===== config.mk =====
export PLATFORM = sky130hd
export DESIGN_NAME = oam_dma
export DESIGN_NICKNAME = d
export VERILOG_FILES = /design/src/rtl/oam_dma.sv
export SDC_FILE = /design/constraint.sdc
export NUM_CORES = 1
export LEC_CHECK = 0
export CORE_ASPECT_RATIO = 0.8
export CORE_UTILIZATION = 54
export DETAILED_ROUTE_END_ITERATION = 8
export DONT_BUFFER_PORTS = 1
export PLACE_DENSITY = 0.77
export SLEW_MARGIN = 15
export SYNTH_ARGS = -nofsm -noshare
export SYNTH_HDL_FRONTEND = slang
export SYNTH_SLANG_ARGS = --single-unit

===== constraint.sdc =====
create_clock -name clk_ph1 -period 1.7 [get_ports clk_ph1]
set_input_delay 0.34 -clock clk_ph1 [delete_from_list [all_inputs] [get_ports clk_ph1]]
set_output_delay 0.34 -clock clk_ph1 [all_outputs]
set_load 0.05 [all_outputs]

===== src/rtl/oam_dma.sv =====
// OAM DMA engine: snoops CPU writes to 16'h4014, halts the CPU and copies
// one 256-byte page into the OAM data port at 16'h2004, one read and one
// write per byte, with every read aligned to an even cycle.
module oam_dma (
    input  logic        clk_ph1,
    input  logic        rst,
    input  logic [15:0] cpu_addr,
    input  logic [7:0]  cpu_data_out,
    input  logic        cpu_r_nw,
    input  logic [7:0]  Data_bus_in,
    output logic        rdy,
    output logic        dma_busy,
    output logic [15:0] dma_addr,
    output logic [7:0]  dma_data_out,
    output logic        dma_r_nw
);

    localparam logic [15:0] TRIG_ADDR = 16'h4014;
    localparam logic [15:0] OAM_ADDR  = 16'h2004;

    localparam logic [2:0] ST_IDLE  = 3'd0;
    localparam logic [2:0] ST_HALT  = 3'd1;
    localparam logic [2:0] ST_ALIGN = 3'd2;
    localparam logic [2:0] ST_READ  = 3'd3;
    localparam logic [2:0] ST_WRITE = 3'd4;

    logic [2:0]  state_q, state_d;
    logic        parity_q, parity_d;
    logic [7:0]  page_q, page_d;
    logic [7:0]  index_q, index_d;
    logic [7:0]  byte_q, byte_d;
    logic        rdy_q, rdy_d;
    logic        busy_q, busy_d;
    logic [15:0] addr_q, addr_d;
    logic [7:0]  data_q, data_d;
    logic        r_nw_q, r_nw_d;

    // Next-state logic: trigger detect (IDLE only), alignment and byte walk.
    always_comb begin
        state_d  = state_q;
        parity_d = ~parity_q;
        page_d   = page_q;
        index_d  = index_q;
        byte_d   = byte_q;
        case (state_q)
            ST_IDLE: begin
                if ((cpu_addr == TRIG_ADDR) && (cpu_r_nw == 1'b0)) begin
                    page_d  = cpu_data_out;
                    index_d = 8'h00;
                    state_d = ST_HALT;
                end else begin
                    state_d = ST_IDLE;
                end
            end
            ST_HALT: begin
                // An odd halt cycle is followed by an even one, so read at once.
                if (parity_q == 1'b1) begin
                    state_d = ST_READ;
                end else begin
                    state_d = ST_ALIGN;
                end
            end
            ST_ALIGN: begin
                state_d = ST_READ;
            end
            ST_READ: begin
                byte_d  = Data_bus_in;
                state_d = ST_WRITE;
            end
            ST_WRITE: begin
                index_d = index_q + 8'd1;
                if (index_q == 8'hFF) begin
                    state_d = ST_IDLE;
                end else begin
                    state_d = ST_READ;
                end
            end
            default: begin
                state_d = ST_IDLE;
            end
        endcase
    end

    // Output decode from the upcoming state so every output is a flop.
    always_comb begin
        rdy_d  = 1'b1;
        busy_d = 1'b0;
        addr_d = 16'h0000;
        data_d = 8'h00;
        r_nw_d = 1'b1;
        case (state_d)
            ST_IDLE: begin
                rdy_d  = 1'b1;
                busy_d = 1'b0;
            end
            ST_HALT, ST_ALIGN: begin
                rdy_d  = 1'b0;
                busy_d = 1'b1;
                addr_d = TRIG_ADDR;
            end
            ST_READ: begin
                rdy_d  = 1'b0;
                busy_d = 1'b1;
                addr_d = {page_d, index_d};
            end
            ST_WRITE: begin
                rdy_d  = 1'b0;
                busy_d = 1'b1;
                addr_d = OAM_ADDR;
                data_d = byte_d;
                r_nw_d = 1'b0;
            end
            default: begin
                rdy_d  = 1'b1;
                busy_d = 1'b0;
            end
        endcase
    end

    // State and output registers with asynchronous reset to the idle bus.
    always_ff @(posedge clk_ph1 or posedge rst) begin
        if (rst) begin
            state_q  <= ST_IDLE;
            parity_q <= 1'b0;
            page_q   <= 8'h00;
            index_q  <= 8'h00;
            byte_q   <= 8'h00;
            rdy_q    <= 1'b1;
            busy_q   <= 1'b0;
            addr_q   <= 16'h0000;
            data_q   <= 8'h00;
            r_nw_q   <= 1'b1;
        end else begin
            state_q  <= state_d;
            parity_q <= parity_d;
            page_q   <= page_d;
            index_q  <= index_d;
            byte_q   <= byte_d;
            rdy_q    <= rdy_d;
            busy_q   <= busy_d;
            addr_q   <= addr_d;
            data_q   <= data_d;
            r_nw_q   <= r_nw_d;
        end
    end

    assign rdy          = rdy_q;
    assign dma_busy     = busy_q;
    assign dma_addr     = addr_q;
    assign dma_data_out = data_q;
    assign dma_r_nw     = r_nw_q;

endmodule


* Yosys cells after proc, flatten, opt, wreduce, memory -nomap -nowiden *
Cells that the tools add are included.

cells by class
  add/subtract/negate cells = 1
  equal/unequal tests = 10
  mux-type cells = 14
  bitwise operators = 2
  reduce and logical (&&, ||, !) cells = 4

operators with widths
  kind                    count
  $pmux W16 S3            1
  $mux W8                 5
  $eq A16 B15 Y1 const B  1
  $pmux W8 S2             1
  $pmux W3 S5             1
  $eq A3 B2 Y1 const B    4
  $add A8 B1 Y8 const B   1
  $eq A8 B8 Y1 const B    1
  $eq A3 B1 Y1 const B    2
  $eq A3 B3 Y1 const B    2
  $mux W1                 5
  $reduce_or A4 Y1        1
  $logic_not A3 Y1        1
  $mux W2                 1
  $not A1 Y1              2
  $reduce_or A2 Y1        1
  $logic_and A1 B1 Y1     1

storage, ports and cells
  bits in registers = 55

* Longest topological paths before layout *
Gate-level depths: netlist of the first run.

  word-level depth = 7
  mapped depth = 6

* Worst setup path before layout of the first run *
No wires, ideal clock.

  path type = reg2reg
  start point = reg state_q[1]
  end point = reg addr_q[13], in the netlist dma_addr[13]
  library setup time = 0.118 ns
  arrival = 1.734 ns
  slack = -0.152 ns
  cell stages (with the launch flop) = 6
  clock period less this slack = 1.852 ns
  path through = dfrtp_1 -> buf_6 -> or3_4 -> nor3_4 -> mux2_2 -> a21o_1

on the way
  elaborated cells on any way between the ends = 13

RTL lines
  element                 RTL line  source
  start, declared         27        logic [2:0] state_q, state_d;
  start signal, assigned  134       state_q <= state_d;
  $logic_not A3 Y1        45        case (state_q)
  $mux W8                 45
  net page_d[5]           29        logic [7:0] page_q, page_d;
  $pmux W16 S3            91        case (state_d)
  net addr_d[13]          34        logic [15:0] addr_q, addr_d;
  end signal, assigned    141       addr_q <= addr_d;
  end, declared           34

The timed path passes the listed nets, and every way through them passes these cells.

* Final worst setup path of the first run *
Ends and elaborated chain as after synthesis.

==> results of run 1 <==
[cells in the mapped netlist, types with 2 or more instances]
cell / instances / share of area
nand2b_1: 2 / 0.0069
o21ai_0: 5 / 0.014
nand3_1: 2 / 0.0055
nand2_1: 6 / 0.012
dfstp_2: 2 / 0.029
and2_1: 14 / 0.048
inv_1: 4 / 0.0083
nand4_1: 4 / 0.014
xor2_1: 3 / 0.015
mux2i_1: 3 / 0.017
dfrtp_1: 45 / 0.62
nor4_1: 2 / 0.0069
nor3_1: 3 / 0.0083
mux2_2: 7 / 0.044
nor2_1: 18 / 0.037
xnor2_1: 4 / 0.019
[layout make-up]
| class | instances | area [um^2] |
|---|---|---|
| flip-flops and latches | 47 | 1180 |
| clock buffers | 5 | 68.82 |
| repair buffers | 20 | 196.4 |
| fillers | 210 | 929.6 |
| multi-input cells | 87 | 664.4 |
| well taps | 40 | 50.05 |
| inverters | 5 | 18.77 |
| clock inverters | 3 | 22.52 |
[power by group through the flow]
stage / sequential [mW] / clock, mW / combinational [mW]
floorplan: 2.00 / 0 / 0.615
global placement: 2.03 / 0 / 0.851
detailed placement: 2.03 / 0 / 0.894
CTS: 2.01 / 0.683 / 0.899
global route: 2.04 / 0.720 / 1.12
finish: 2.02 / 0.671 / 1.01
[cell families after synthesis]
group | count (synthesis) | synth area share
AO/OA/AOI/OAI | 12 | 0.04290
buffers and inverters | 10 | 0.02836
AND/OR/NAND/NOR | 57 | 0.1758
adder cells (fa/ha/maj) | 1 | 0.006919
flip-flops | 47 | 0.6519
multiplexers | 10 | 0.06021
XOR/XNOR | 7 | 0.03391
[worst max-delay path by stage]
stage / to / slack, ns / cells after the start
global route: dma_addr[8] / -0.09 / 5
detailed placement: dma_addr[15] / -0.17 / 6
finish: dma_addr[13] / -0.02 / 5
CTS: dma_addr[2] / 0.002 / 7
global placement: dma_addr[9] / -0.10 / 6
floorplan: dma_addr[10] / -0.12 / 5
[what timing repair did]
item | 4_1_cts | 5_1_grt
resized for setup | 1 | 27
hold buffers | 1 | 0
buffers inserted | 0 | 7
setup endpoints to repair | 1 | 14
endpoints found under the hold margin | 22 | 0
pin swaps | 0 | 9
[layout by cell type (no fill, tap or decap), types with 4 or more instances in the layout]
master    count
and2_1        8
and2_4        6
buf_4        12
buf_6         5
clkbuf_8      5
dfrtp_1      44
mux2_4        7
nand2_1       6
nand4_1       4
nor2_1       16
[layer usage]
metal  vias up  part of all wire  track usage
met3         5             0.062      0.06780
li1        516                 -            -
met5         -                 0            0
met1       545              0.44       0.2625
met2        56              0.48       0.3384
met4         0             0.012      0.08865
[sequential cells by signal (all words and copies together) (netlist names)]
| register | flops |
|---|---|
| dma_busy | 1 |
| dma_data_out | 8 |
| state_q | 3 |
| dma_r_nw | 1 |
| index_q | 8 |
| page_q | 8 |
| rdy | 1 |
| parity_q | 1 |
| dma_addr | 16 |
==> impl_metrics.env, run 1 <==
export IMPL_switching_power_mw=1.594
export IMPL_p_sw_frac=0.4311
export IMPL_finalWeightedCongestion=0.7580
export IMPL_grt_antenna_before_repair=0
export IMPL_critPathKind="reg2reg"
export IMPL_placed_cells_incl_taps=191
export IMPL_path_delay_family="simple AND/OR/NAND/NOR gates"
export IMPL_cap_violations=0
export IMPL_overflow=0
export IMPL_dieArea_mm2=0.003585
export IMPL_hold_depth=2
export IMPL_drv_slew=0
export IMPL_core_area_mm2=0.003131
export IMPL_die_h_um=53.76
export IMPL_p_clk_frac=0.182
export IMPL_yosys_register_bits=47
export IMPL_cp_max_fo=8
export IMPL_route_vias_total=1122
export IMPL_drt_initial_drc_count=66
export IMPL_drtPass1Iterations=4
export IMPL_yosys_warnings=0
export IMPL_crit_buf_inv=1
export IMPL_io_pins=62
export IMPL_grt_start_max_net_pins=26
export IMPL_syn_to_final_growth_pct=21.73
export IMPL_drive_gt1_frac=0.3353
export IMPL_p_comb_frac=0.273
export IMPL_syn_nets=180
export IMPL_ys_flop_type="dfrtp_1"
export IMPL_status="finished, violations left"
export IMPL_hold_class="in2reg"
export IMPL_wire_per_inst_um=16.85
export IMPL_final_area_mm2=0.002201
export IMPL_wl_mm=3.488
export IMPL_avgSynthCellArea_um2=12.56
export IMPL_internal_power_mw=2.103
export IMPL_fin_cells=207
export IMPL_endpoint_kind="register"
export IMPL_num_rows=18
export IMPL_netlist_instances=144
export IMPL_first_global_vias=1117
export IMPL_pwr_share_seq=0.546
export IMPL_tightest_slew_ns=0.4920
export IMPL_clock_fmax_ghz=0.5829
export IMPL_synthArstFlopShare=1.000
export IMPL_p_total_mw=3.697
export IMPL_rrSetupSlack_ns=-0.02
export IMPL_cp_slowest_cell="or3_4"
export IMPL_place_ws_ns=-0.1695
export IMPL_synth_edf_count=0
export IMPL_finish_utilization=0.7030
export IMPL_ir_drop_mv=0.9253
export IMPL_setup_viol=5
export IMPL_worstPathRequired_ns=1.90
export IMPL_grt_pass1_wl_mm=5.161
export IMPL_ys_seq_area_frac=0.6519
export IMPL_cts_buffers=5
export IMPL_relSlewSlack=0.6715
export IMPL_ff2ff_path_depth=5
export IMPL_diodes=0
export IMPL_start_kind="register"
export IMPL_initial_utilization=0.5775
export IMPL_numPortBuffers=0
export IMPL_period_share=1.009
export IMPL_power_density_mw_per_mm2=1680
export IMPL_slowest_delay_ns=0.39
export IMPL_cts_tree="done"
export IMPL_setup_tns_ns=-0.02950
export IMPL_holdPathEnd="page_q[6]"
export IMPL_postRouteAntennaNets=0
export IMPL_placed_cell_area_mm2=0.001944
export IMPL_die_x_um=66.69
export IMPL_synth_cell_types=36
export IMPL_violations="negative setup slack"
export IMPL_startpoint="state_q[1]"
export IMPL_clock_sinks=47
export IMPL_p_leak_nw=1.077
export IMPL_hold_ws_ns=0.1455
export IMPL_fin_skew_ns=0.008890
export IMPL_grt_usage=0.2092
export IMPL_r2r_start="state_q[1]"
export IMPL_cp_cell_sequence="or3_4 > nor3_4 > buf_12 > mux2_4 > a21o_1"
export IMPL_finalHoldViolations=0
export IMPL_num_nets_final=202
export IMPL_clk_pin_slew_ns=0.09
export IMPL_worstPathArrival_ns=1.92
export IMPL_fin_crit_ns=1.715
export IMPL_hp_start="cpu_data_out[6]"
export IMPL_drc=0
export IMPL_vias_per_cell=5.420
export IMPL_cts_root_buf="clkbuf_8"
export IMPL_synth_cell_area_mm2=0.001808
export IMPL_cts_max_level=2
export IMPL_hpwl_mm=2.369
export IMPL_rr_endpoint="dma_addr[13]"
export IMPL_clk_latency_ns=0.30
export IMPL_cts_buffer_depth=2
export IMPL_fin_ws_ns=-0.01547
export IMPL_rsz0062_at_grt="true"
No activity file was read; power rests on OpenSTA's default activity.
==> run 2: changes to the inputs <==
CORE_UTILIZATION = 58   (was 54)
CTS_BUF_LIST = sky130_fd_sc_hd__clkbuf_4 sky130_fd_sc_hd__clkbuf_8   (was default)
PLACE_DENSITY = 0.81   (was 0.77)
==> impl_metrics.env, run 2 (synthesized netlist as in run 1, its figures left out) <==
export IMPL_status="finished, violations left"
export IMPL_violations="negative setup slack"
export IMPL_cp_max_fo=3
export IMPL_rr_endpoint="dma_addr[11]"
export IMPL_cts_root_buf="clkbuf_8"
export IMPL_hpwl_mm=2.428
export IMPL_ff2ff_path_depth=5
export IMPL_cp_slowest_cell="or3_4"
export IMPL_dr_max_layer_used="met4"
export IMPL_largest_reg_flops=16
export IMPL_grt_pass1_wl_mm=5.678
export IMPL_crit_buf_inv=1
export IMPL_wl_met3_um=245
export IMPL_die_h_um=51.94
export IMPL_cts_max_level=2
export IMPL_diodes=0
export IMPL_die_x_um=64.42
export IMPL_grt_usage=0.2417
export IMPL_clk_latency_ns=0.30
export IMPL_final_area_mm2=0.002107
export IMPL_placed_cells_incl_taps=189
export IMPL_setup_viol=9
export IMPL_relSlewSlack=0.6865
export IMPL_drv_slew=0
export IMPL_p_sw_frac=0.4312
export IMPL_setup_tns_ns=-0.1726
export IMPL_wire_per_inst_um=17.94
export IMPL_clk_pin_slew_ns=0.08
export IMPL_endpoint_kind="register"
export IMPL_power_density_mw_per_mm2=1756
export IMPL_critPathCapture="dma_addr[11]"
export IMPL_cap_violations=0
export IMPL_tightest_slew_ns=0.4706
export IMPL_p_clk_frac=0.190
export IMPL_pwr_share_seq=0.543
export IMPL_fin_crit_ns=1.726
export IMPL_path_delay_family="simple AND/OR/NAND/NOR gates"
export IMPL_period_share=1.015
export IMPL_fillCellCount=186
export IMPL_syn_to_final_growth_pct=16.54
export IMPL_fin_ws_ns=-0.02622
export IMPL_postRouteAntennaNets=0
export IMPL_num_rows=17
export IMPL_worstPathRequired_ns=1.89
export IMPL_finalHoldViolations=0
export IMPL_fin_skew_ns=0.006225
export IMPL_mostFrequentLayoutCells="dfrtp_1 (45), nor2_1 (18), buf_4 (12)"
export IMPL_cp_cell_sequence="or3_4 > nor3_4 > buf_4 > mux2_2 > and2_1"
export IMPL_internal_power_mw=2.104
export IMPL_grt_start_max_net_pins=27
export IMPL_cts_tree="done"
export IMPL_cts_buffers=5
export IMPL_route_vias_total=1108
export IMPL_overflow=0
export IMPL_finalWeightedCongestion=0.8302
export IMPL_switching_power_mw=1.595
export IMPL_drtPass1Iterations=4
export IMPL_hold_ws_ns=0.1596
export IMPL_place_ws_ns=-0.1922
export IMPL_ir_drop_mv=1.072
export IMPL_wl_met1_mm=1.565
export IMPL_hp_start="cpu_data_out[6]"
export IMPL_first_global_vias=1149
export IMPL_finish_utilization=0.7392
export IMPL_clock_sinks=47
export IMPL_rrSetupSlack_ns=-0.03
export IMPL_drc=0
export IMPL_critPathKind="reg2reg"
export IMPL_slowest_delay_ns=0.41
export IMPL_r2r_start="state_q[0]"
export IMPL_worstPathArrival_ns=1.92
export IMPL_num_nets_final=198
export IMPL_layout_commonest_cell="dfrtp_1"
export IMPL_wl_mm=3.605
export IMPL_clock_fmax_ghz=0.5793
export IMPL_p_total_mw=3.699
export IMPL_cts_buffer_depth=2
export IMPL_p_comb_frac=0.267
export IMPL_drt_initial_drc_count=71
export IMPL_dieArea_mm2=0.003346
export IMPL_cp_num_cells=5
export IMPL_grt_antenna_before_repair=0
export IMPL_vias_per_cell=5.512
export IMPL_placed_cell_area_mm2=0.001929
export IMPL_startpoint="state_q[0]"
export IMPL_hold_class="in2reg"
export IMPL_rsz0062_at_grt="true"
export IMPL_start_kind="register"
export IMPL_drive_gt1_frac=0.2577
export IMPL_initial_utilization=0.6343
export IMPL_fin_cells=201
export IMPL_core_area_mm2=0.002850
export IMPL_p_leak_nw=1.051
export IMPL_numPortBuffers=0
export IMPL_dr_wl_met2_mm=1.769
export IMPL_io_pins=62
run 2: what timing repair did:
item                                    in CTS  in global routing
pin swaps                                    0                  7
buffers inserted                             0                  3
endpoints found under the setup margin       5                 15
hold endpoints to repair                    21                  0
hold buffers                                 1                  0
gates resized for setup                      3                 10
run 2: final cells by class:
type / instances / area, um^2 / area share
clock inverter: 2 / 16.27 / 0.007720
sequential: 47 / 1179 / 0.5594
multi-input combinational: 87 / 620.6 / 0.2945
tap: 38 / 47.55 / 0.02257
clock buffer: 6 / 82.58 / 0.03919
inverter: 5 / 18.77 / 0.008907
timing repair buffer: 16 / 142.6 / 0.06770
run 2: routing by layer:
layer,global-route usage,up-vias
met5,0,-
met4,0.06667,0
met3,0.08114,4
met2,0.4105,57
met1,0.2978,536
li1,-,511
run 2: worst reg2reg max path, cell delays in order, from the launching register on:
cell and delay (ns):
dfrtp_1 0.38, or3_4 0.41, nor3_4 0.19, buf_4 0.15
mux2_2 0.34, and2_1 0.16
run 2: worst min path at each step:
stage / end / cells after the start / slack, ns
final: page_q[6] / 2 / 0.16
after floorplan: parity_q / 1 / 0.39
after detailed placement: dma_data_out[6] / 1 / 0.26
after CTS: page_q[6] / 2 / 0.16
after global routing: dma_data_out[0] / 1 / 0.15
after global placement: dma_data_out[6] / 1 / 0.26
run 2: power groups by stage:
stage               clock (mW)  combinational [mW]  sequential, mW
CTS                      0.706               0.929            2.01
detailed placement           0               0.893            2.03
global route             0.748                1.08            2.04
finish                   0.701               0.988            2.01
global placement             0               0.833            2.02
floorplan                    0               0.615            2.00
==> run 3: changes to the inputs <==
PLACE_DENSITY = 0.76   (was 0.81)
==> impl_metrics.env, run 3 (synthesized netlist as in run 1, its figures left out) <==
export IMPL_setup_tns_ns=-0.005706
export IMPL_rsz0062_at_grt="true"
export IMPL_num_nets_final=197
export IMPL_relSlewSlack=0.6217
export IMPL_rr_endpoint="dma_addr[13]"
export IMPL_cp_cell_sequence="or3_4 > nor3_4 > buf_12 > mux2_4 > a21o_1"
export IMPL_wire_per_inst_um=17.33
export IMPL_pwr_share_seq=0.535
export IMPL_rrSetupSlack_ns=-0.006
export IMPL_route_vias_total=1129
export IMPL_setup_viol=1
export IMPL_final_area_mm2=0.002110
export IMPL_p_comb_frac=0.245
export IMPL_holdPathEnd="dma_data_out[3]"
export IMPL_critPathKind="reg2reg"
export IMPL_p_leak_nw=1.051
export IMPL_grt_pass1_wl_mm=5.409
export IMPL_cts_tree="done"
export IMPL_mostFrequentLayoutCells="dfrtp_1 (45), nor2_1 (18), buf_4 (13)"
export IMPL_endpoint_kind="register"
export IMPL_tightest_slew_ns=0.5666
export IMPL_die_h_um=51.94
export IMPL_internal_power_mw=2.227
export IMPL_numPortBuffers=0
export IMPL_overflow=0
export IMPL_p_clk_frac=0.220
export IMPL_fillCellCount=188
export IMPL_drv_slew=0
export IMPL_r2r_start="state_q[2]"
export IMPL_worstPathRequired_ns=1.89
export IMPL_worstPathArrival_ns=1.90
export IMPL_fin_skew_ns=0.004920
export IMPL_power_density_mw_per_mm2=1781
export IMPL_hold_class="in2reg"
export IMPL_p_total_mw=3.757
export IMPL_ff2ff_path_depth=5
export IMPL_hp_start="Data_bus_in[3]"
export IMPL_grt_antenna_before_repair=0
export IMPL_start_kind="register"
export IMPL_first_global_vias=1181
export IMPL_io_pins=62
export IMPL_switching_power_mw=1.530
export IMPL_finalHoldViolations=0
export IMPL_drive_gt1_frac=0.2654
export IMPL_vias_per_cell=5.645
export IMPL_clk_latency_ns=0.30
export IMPL_finalWeightedCongestion=0.7679
export IMPL_initial_utilization=0.6343
export IMPL_diodes=0
export IMPL_clk_pin_slew_ns=0.08
export IMPL_grt_usage=0.2317
export IMPL_dieArea_mm2=0.003346
export IMPL_ir_drop_mv=1.137
export IMPL_cp_max_fo=10
export IMPL_hold_ws_ns=0.1658
export IMPL_cts_root_buf="clkbuf_8"
export IMPL_violations="negative setup slack"
export IMPL_cp_slowest_cell="or3_4"
export IMPL_status="finished, violations left"
export IMPL_hold_depth=1
export IMPL_cts_max_level=2
export IMPL_largest_reg_flops=16
export IMPL_wl_mm=3.466
export IMPL_syn_to_final_growth_pct=16.68
export IMPL_fin_crit_ns=1.706
export IMPL_drt_initial_drc_count=35
export IMPL_hpwl_mm=2.545
export IMPL_placed_cell_area_mm2=0.001937
export IMPL_drtPass1Iterations=4
export IMPL_grt_start_max_net_pins=30
export IMPL_layout_commonest_cell="dfrtp_1"
export IMPL_finish_utilization=0.7401
export IMPL_cap_violations=0
export IMPL_clock_fmax_ghz=0.5863
export IMPL_clock_sinks=47
export IMPL_die_x_um=64.42
export IMPL_cts_buffers=5
export IMPL_slowest_delay_ns=0.40
export IMPL_drc=0
export IMPL_cts_buffer_depth=2
export IMPL_fin_ws_ns=-0.005706
export IMPL_p_sw_frac=0.4072
export IMPL_num_rows=17
export IMPL_period_share=1.003
export IMPL_core_area_mm2=0.002850
export IMPL_postRouteAntennaNets=0
[run 3: worst max-delay path: cells and delay by family (launching register included)]
family / cells / cell delay, ns
simple gates: 2 / 0.56
flops: 1 / 0.39
mux: 1 / 0.31
buf+inv: 1 / 0.17
compound gates: 1 / 0.17
[run 3: how the worst max path moves through the flow]
stage | start | to | slack, ns | cells after the start
floorplan | cpu_addr[6] | dma_addr[10] | -0.12 | 5
global placement | cpu_addr[6] | dma_addr[8] | -0.1 | 6
detailed placement | cpu_addr[10] | dma_addr[8] | -0.23 | 6
CTS | state_q[2] | dma_addr[13] | -0.009 | 5
global route | state_q[2] | dma_addr[13] | -0.04 | 5
finish | state_q[2] | dma_addr[13] | -0.006 | 5
[run 3: stage by stage]
step	instances	setup slack (ns)
global route	200	-0.03599
floorplan	144	-0.1170
global placement	190	-0.09635
finish	200	-0.005706
CTS	199	-0.008676
detailed placement	190	-0.2344
[run 3: repair_timing]
item	in CTS	in global routing
hold endpoints to repair	25	0
endpoints found under the setup margin	6	14
pin swaps	0	2
resized for setup	6	7
buffers inserted	0	1
hold buffers	1	0
[run 3: power by group through the flow]
stage	clock, mW	sequential, mW	combinational [mW]
finish	0.827	2.01	0.921
floorplan	0	2.00	0.615
global route	0.883	2.03	1.01
CTS	0.843	2.01	0.910
global placement	0	2.02	0.851
detailed placement	0	2.03	0.892
[run 3: layout make-up]
class / instances / area, um^2 / share of cell area
Inverter: 5 / 18.77 / 0.008897
Multi-Input combinational cell: 87 / 619.3 / 0.2936
Clock buffer: 6 / 82.58 / 0.03915
Tap cell: 38 / 47.55 / 0.02254
Clock inverter: 2 / 35.03 / 0.01661
Timing Repair Buffer: 15 / 127.6 / 0.06050
Sequential cell: 47 / 1179 / 0.5587
[run 3: metal layers]
metal / global-route usage / wire (um) / up-vias / share of wire
met5: 0 / 0 / - / 0
met4: 0.1148 / 80 / 0 / 0.023
met3: 0.06579 / 232 / 11 / 0.067
met2: 0.4175 / 1810 / 59 / 0.52
met1: 0.2530 / 1343 / 548 / 0.39
li1: - / - / 511 / -
